===== config.mk =====
export PLATFORM = sky130hd
export DESIGN_NAME = seq_impl_monitor
export DESIGN_NICKNAME = d
export VERILOG_FILES = /design/src/rtl/sva_mon_pkg.sv /design/src/rtl/sat_counter.sv /design/src/rtl/seq_impl_monitor.sv
export SDC_FILE = /design/constraint.sdc
export NUM_CORES = 1
export LEC_CHECK = 0
export BUFFER_PORTS_ARGS = -buffer_cell sky130_fd_sc_hd__buf_2
export CORE_MARGIN = 3
export CORE_UTILIZATION = 54
export CTS_CLUSTER_SIZE = 25
export DETAILED_ROUTE_END_ITERATION = 10
export GPL_TIMING_DRIVEN = 0
export PLACE_DENSITY = 0.87
export SLEW_MARGIN = 20
export SYNTH_ARGS = -nofsm -noshare
export SYNTH_HDL_FRONTEND = slang
export SYNTH_SLANG_ARGS = --single-unit

===== constraint.sdc =====
create_clock -name clk -period 2.2 [get_ports clk]
set_input_delay 0.22 -clock clk [delete_from_list [all_inputs] [get_ports clk]]
set_output_delay 0.22 -clock clk [all_outputs]
set_load 0.03 [all_outputs]

===== src/rtl/sva_mon_pkg.sv =====
// rtl/sva_mon_pkg.sv - shared types, limits and parameter checks for the implication monitor
package sva_mon_pkg;

  localparam int MAX_LEN = 16;

  typedef logic [$clog2(MAX_LEN):0] fail_step_t;

  function automatic bit len_ok(input int n);
    return (n >= 1) && (n <= MAX_LEN);
  endfunction

endpackage


===== src/rtl/sat_counter.sv =====
// rtl/sat_counter.sv - saturating event counter, holds at all-ones
module sat_counter #(
  parameter int W = 16
) (
  input  logic         clk,
  input  logic         rst,
  input  logic         inc,
  output logic [W-1:0] cnt
);

  always_ff @(posedge clk) begin
    if (rst) begin
      cnt <= '0;
    end else if (inc && (cnt != '1)) begin
      cnt <= cnt + W'(1);
    end
  end

endmodule


===== src/rtl/seq_impl_monitor.sv =====
// rtl/seq_impl_monitor.sv - run-time monitor for (a0 ##1 .. aN-1) |->/|=> (c0 ##1 .. cM-1)
module seq_impl_monitor
  import sva_mon_pkg::*;
#(
  parameter  int ANT_LEN = 2,
  parameter  int CON_LEN = 2,
  parameter  int OVERLAP = 0,
  parameter  int CNT_W   = 16,
  localparam int FSW     = $clog2(CON_LEN) + 1
) (
  input  logic               clk,
  input  logic               rst,
  input  logic               enable,
  input  logic               ant_en,
  input  logic               con_en,
  input  logic [ANT_LEN-1:0] ant_i,
  input  logic [CON_LEN-1:0] con_i,
  output logic               pass_o,
  output logic               fail_o,
  output logic [FSW-1:0]     fail_step,
  output logic               active_o,
  output logic [CNT_W-1:0]   pass_cnt,
  output logic [CNT_W-1:0]   fail_cnt
);

  localparam bit OVL = (OVERLAP != 0);

  if (!(len_ok(ANT_LEN) && len_ok(CON_LEN))) begin : g_bad_len
    $error("seq_impl_monitor: ANT_LEN and CON_LEN must be within 1..MAX_LEN");
  end

  logic               ant_tick;
  logic               con_tick;
  logic               ant_done;
  logic               armed;
  logic               pass_d;
  logic               fail_d;
  logic [ANT_LEN-1:0] a_stg;
  logic [ANT_LEN-1:0] a_stg_d;
  logic [CON_LEN-1:0] c_stg;
  logic [CON_LEN-1:0] c_stg_d;
  logic [CON_LEN-1:0] ob;
  logic [CON_LEN-1:0] viol;
  fail_step_t         low_step;

  assign ant_tick = enable & ant_en;
  assign con_tick = enable & con_en;

  if (ANT_LEN == 1) begin : g_ant_one
    assign ant_done = ant_tick & ant_i[0];
  end else begin : g_ant_multi
    assign ant_done = ant_tick & a_stg[ANT_LEN-2] & ant_i[ANT_LEN-1];
  end

  always_comb begin
    a_stg_d    = '0;
    a_stg_d[0] = ant_i[0];
    for (int k = 1; k < ANT_LEN; k++) begin
      a_stg_d[k] = a_stg[k-1] & ant_i[k];
    end
  end

  // c_stg[0] is never set: step 0 obligations come only from armed or an overlapped ant_done
  always_comb begin
    ob       = c_stg;
    ob[0]    = armed | (OVL & ant_done & con_tick);
    viol     = con_tick ? (ob & ~con_i) : '0;
    c_stg_d  = '0;
    for (int k = 1; k < CON_LEN; k++) begin
      c_stg_d[k] = ob[k-1] & con_i[k-1];
    end
    pass_d   = con_tick & ob[CON_LEN-1] & con_i[CON_LEN-1];
    fail_d   = |viol;
    low_step = '0;
    for (int k = CON_LEN - 1; k >= 0; k--) begin
      if (viol[k]) low_step = fail_step_t'(k);
    end
  end

  always_ff @(posedge clk) begin
    if (rst) begin
      a_stg <= '0;
    end else if (ant_tick) begin
      a_stg <= a_stg_d;
    end
  end

  // a fresh completion outranks the clear from a coincident consequent tick
  always_ff @(posedge clk) begin
    if (rst) begin
      armed <= 1'b0;
    end else if (ant_done && !(OVL && con_tick)) begin
      armed <= 1'b1;
    end else if (con_tick) begin
      armed <= 1'b0;
    end
  end

  always_ff @(posedge clk) begin
    if (rst) begin
      c_stg <= '0;
    end else if (con_tick) begin
      c_stg <= c_stg_d;
    end
  end

  always_ff @(posedge clk) begin
    if (rst) begin
      pass_o    <= 1'b0;
      fail_o    <= 1'b0;
      fail_step <= '0;
    end else begin
      pass_o <= pass_d;
      fail_o <= fail_d;
      if (fail_d) fail_step <= low_step[FSW-1:0];
    end
  end

  assign active_o = (|a_stg) | armed | (|c_stg);

  // counters step on the same edge that raises the pulse they count
  sat_counter #(.W(CNT_W)) u_pass_cnt (
    .clk (clk),
    .rst (rst),
    .inc (pass_d),
    .cnt (pass_cnt)
  );

  sat_counter #(.W(CNT_W)) u_fail_cnt (
    .clk (clk),
    .rst (rst),
    .inc (fail_d),
    .cnt (fail_cnt)
  );

endmodule


# [Word level (Yosys, flattened, before mapping)]
# Cells that the tools add are included.
[word_totals] input_bits=9 word_cells=34 out_inout_bits=37 ff_bits=40
[classes] add_sub_neg=2 eq_ne=2 mux=5 reduce_logical=5 bitwise_logic=12
[op_table] operator="$add A16 B1 Y16 const B" count=2
[op_table] operator="$ne A16 B16 Y1 const B" count=2
[op_table] operator="$and A1 B1 Y1" count=8
[op_table] operator="$mux W2" count=2
[op_table] operator="$reduce_or A2 Y1" count=2
[op_table] operator="$mux W1" count=3
[op_table] operator="$and A2 B2 Y2" count=1
[op_table] operator="$logic_and A1 B1 Y1" count=2
[op_table] operator="$not A2 Y2" count=1
[op_table] operator="$or A1 B1 Y1" count=2
[op_table] operator="$reduce_bool A2 Y1" count=1

# [Logic depth before layout (Yosys ltp)]
[logic_depth] depth_word=5 mapped_depth=6 ltp_nobuf=5

# [By module]
# Synthesis repeated with hierarchy kept, for this count alone.
[hier_totals] hier_cells=230 area_unflattened_um2=2015.7
[by_module_without_submodules] module="sat_counter" n_inst=2 cells_each=99 seq_area_each_um2=320.3 area_each_um2=848.3
[by_module_without_submodules] module="seq_impl_monitor" n_inst=1 cells_each=32 seq_area_each_um2=140.1 area_each_um2=319.1

# [Least setup slack after synthesis]
# No wires, ideal clock.
[synth_timing] kind="reg-to-reg" start="reg u_pass_cnt.cnt[0]" end="reg u_pass_cnt.cnt[10]" t_arrival_ps=1866 synth_period_minus_slack_ps=1987 path_stages_with_launch=7 required_ps=2079 setup_time_ps=121 slack_ps=213 path_buffers=1 cell_sequence="dfxtp_1 ha_1 nand3_1 or2_0 buf_2 nor4b_1 mux2_2"
[synth_between] elab_chain_len=2 word_cells_on_any_way=3 classes_between="1 x add/sub; 1 x eq/ne; 1 x reduce/logical"
[synth_lines] element="from (decl)" line="sat_counter.sv:8" text="output logic [W-1:0] cnt"
[synth_lines] element="from (signal assigned)" line="sat_counter.sv:15" text="cnt <= cnt + W'(1);"
[synth_lines] element="branches (longest 2 deep; another with $add A16 B1 Y16)"
# Parallel ways; which one is timed is not known.
# A chain may end at the register's enable or synchronous reset.

# [Final worst setup path]
# Same ends and word-level chain as after synthesis.

==> reports/qor.txt <==
Startpoint types = register
Fin Clk Skew = 0.00351 ns
Clock Latency Late Sink = 0.30 ns
Peak VDD IR = 398 uV
Clock sink count = 39
Worst Setup End Kind = register
Initial antenna violation count = 0
Die X = 68.3 um
Slew headroom = 0.360
Reg2Reg Setup Slack = 0.18 ns
RSZ-0062 raised after global routing = false
WS Path Type = register to register
Gate power share = 0.043
Final Critical Period = 2.02 ns
Final Hold Vio Count = 0
Status = completed
Power share of the clock group = 0.412
Sw power = 0.286 mW
H-Tree Depth = 2
Clk buf depth = 2
Detail Placement HPWL = 3500 um
Vias in the first global route = 1,814
Register bit total from synthesis = 39
Layout area overhead = 17.7%
Initial DRT Pass Iterations = 4
Routed wire per std cell = 14.5 um
P_leak = 0.952 nW
Hold buffers post-CTS = 0
Mean Syn Cell Area = 8.74 um^2
P_int = 1.01 mW
Drt drc = 0
Ys flop type = dfxtp_1
Antenna viol nets, final = 0
Worst-Margin Slew = 0.951 ns
Final core occ = 0.664
DR vias = 2,063
CTS tree = yes
Initial Util = 0.565
Clock Pin Slew Worst Setup and Hold Paths = 0.07 ns
Total CTS buffers = 5
Ranking of synthesized cells by area = dfxtp_1 (37%), a21oi_1 (5.5%), mux2_2 (4.8%), o31ai_1 (3.6%), nand2_1 (3.4%)
Post-synth top area cell = dfxtp_1
Total design power = 1.30 mW
Total Routed Length = 4890 um
Total grt overflow = 0
Post-CTS sizing = 0
Worst setup slack after layout = 0.182 ns
Inserted Diodes = 0
Drt first-iter violations = 167
GRT Total Usage = 0.226
CP Data Arrival Time = 2.21 ns
Placement Setup Slack = 0.206 ns
Die Y-Extent = 68.3 um
Fmax = 496 MHz
Final net count = 300
Largest net degree at the start of global routing = 12
Net Count, Synth = 251
Cell Pwr Density = 526 mW/mm^2
Post-Syn Instances = 240
Area share of the largest cell type after synthesis = 0.372
Synthesized area = 0.00210 mm^2
WP data required = 2.39 ns
Row count = 22
# port buffers = 42
Worst hold path type = input pin to register
Max Slew Vio Count = 0
Ys async rst share = 0
Commonest non-fill, non-tap cell in the layout = buf_2
Max_cap viols = 0
Clock root buffer = clkbuf_8
Flop pwr share = 0.545
Post-CTS Setup Repair Bufs = 0
Core Region = 0.00372 mm^2
Vias per cell = 6.10
Die area = 0.00467 mm^2
Routability Congestion = 0.915
YS warnings = 0
Most frequent cells in the layout = buf_2 (45), dfxtp_1 (39), a21oi_1 (23)
First-pass GRT wire length = 8030 um
Net Sw Frac = 0.221
EDFF count, synth = 0
Register area share after synthesis = 0.372
Io pins = 46
Sum of negative setup slack = 0 ns
CP max FO = 7
Cell variety after synth = 50
Share of layout cells above drive strength 1 = 0.276
Post-route clock period utilization = 0.917
Finish-stage setup viols = 0
[worst max-delay path, stage by stage (launching register included)]
cell and delay, ns:
dfxtp_1 0.41, ha_1 0.21, nand3_1 0.17, or2_0 0.23
buf_2 0.16, nor4b_1 0.36, mux2_2 0.38
[synthesized netlist by cell type, drive strengths merged, types with 9 or more instances]
master,count
or4,11
nand3,12
nand4,13
a21oi,23
nand2,19
dfxtp,39
o31ai,10
o21ai,9
nor2,14
mux2,9
nor4,10
[layer usage]
metal  vias up  track usage  wire [um]  share of wire
li1       1022            -          -              -
met1       981        0.294       2190           0.45
met2        51        0.363       2360           0.48
met3         9       0.0443        255          0.052
met4         0       0.0943         91          0.019
met5         -            0          0              0
[state kept, by name, summed over array words and instances, names as in the netlist]
name / count
c_stg: 1
fail_o: 1
pass_o: 1
u_pass_cnt.cnt: 16
fail_step: 1
a_stg: 2
u_fail_cnt.cnt: 16
armed: 1
[final timing paths]
check,from,end,depth (start not counted)
max,u_pass_cnt.cnt[0]$_SDFFE_PP0P_,u_pass_cnt.cnt[10]$_SDFFE_PP0P_,6
min,con_en,fail_step[0]$_SDFFE_PP0P_,2
max reg2reg,u_pass_cnt.cnt[0]$_SDFFE_PP0P_,u_pass_cnt.cnt[10]$_SDFFE_PP0P_,6
min reg2reg,a_stg[1]$_SDFFE_PP0P_,a_stg[1]$_SDFFE_PP0P_,2
[logic make-up after synthesis]
logic type | after synthesis | share of synthesized area
buf+inv | 18 | 0.0549
flops | 39 | 0.372
compound gates | 56 | 0.173
mux | 10 | 0.0531
other cells | 1 | 0.00179
fa+ha+maj | 2 | 0.0119
simple gates | 114 | 0.333
[final cells by class]
| cell class | count | area [um^2] |
|---|---|---|
| fillers | 318 | 1250 |
| repair buffers | 42 | 210 |
| inverters | 6 | 22.5 |
| well taps | 48 | 60.1 |
| flip-flops and latches | 39 | 781 |
| multi-input cells | 183 | 1200 |
| clock buffers | 8 | 100 |
| plain buffers | 12 | 92.6 |
[power by group through the flow]
stage,combinational (mW),sequential [mW],clock (mW)
CTS,0.0554,0.707,0.543
global route,0.0605,0.708,0.575
finish,0.0554,0.708,0.535
floorplan,0.0365,0.724,0
detailed placement,0.0551,0.724,0
global placement,0.0540,0.724,0
[stage by stage]
stage	hold slack, ns	cells	area, um^2
after floorplan	0.366	240	2100
after global placement	0.439	330	2370
after detailed placement	0.466	330	2370
after CTS	0.171	338	2470
after global routing	0.186	338	2470
final	0.169	338	2470
(Power assumes the default switching activity.)
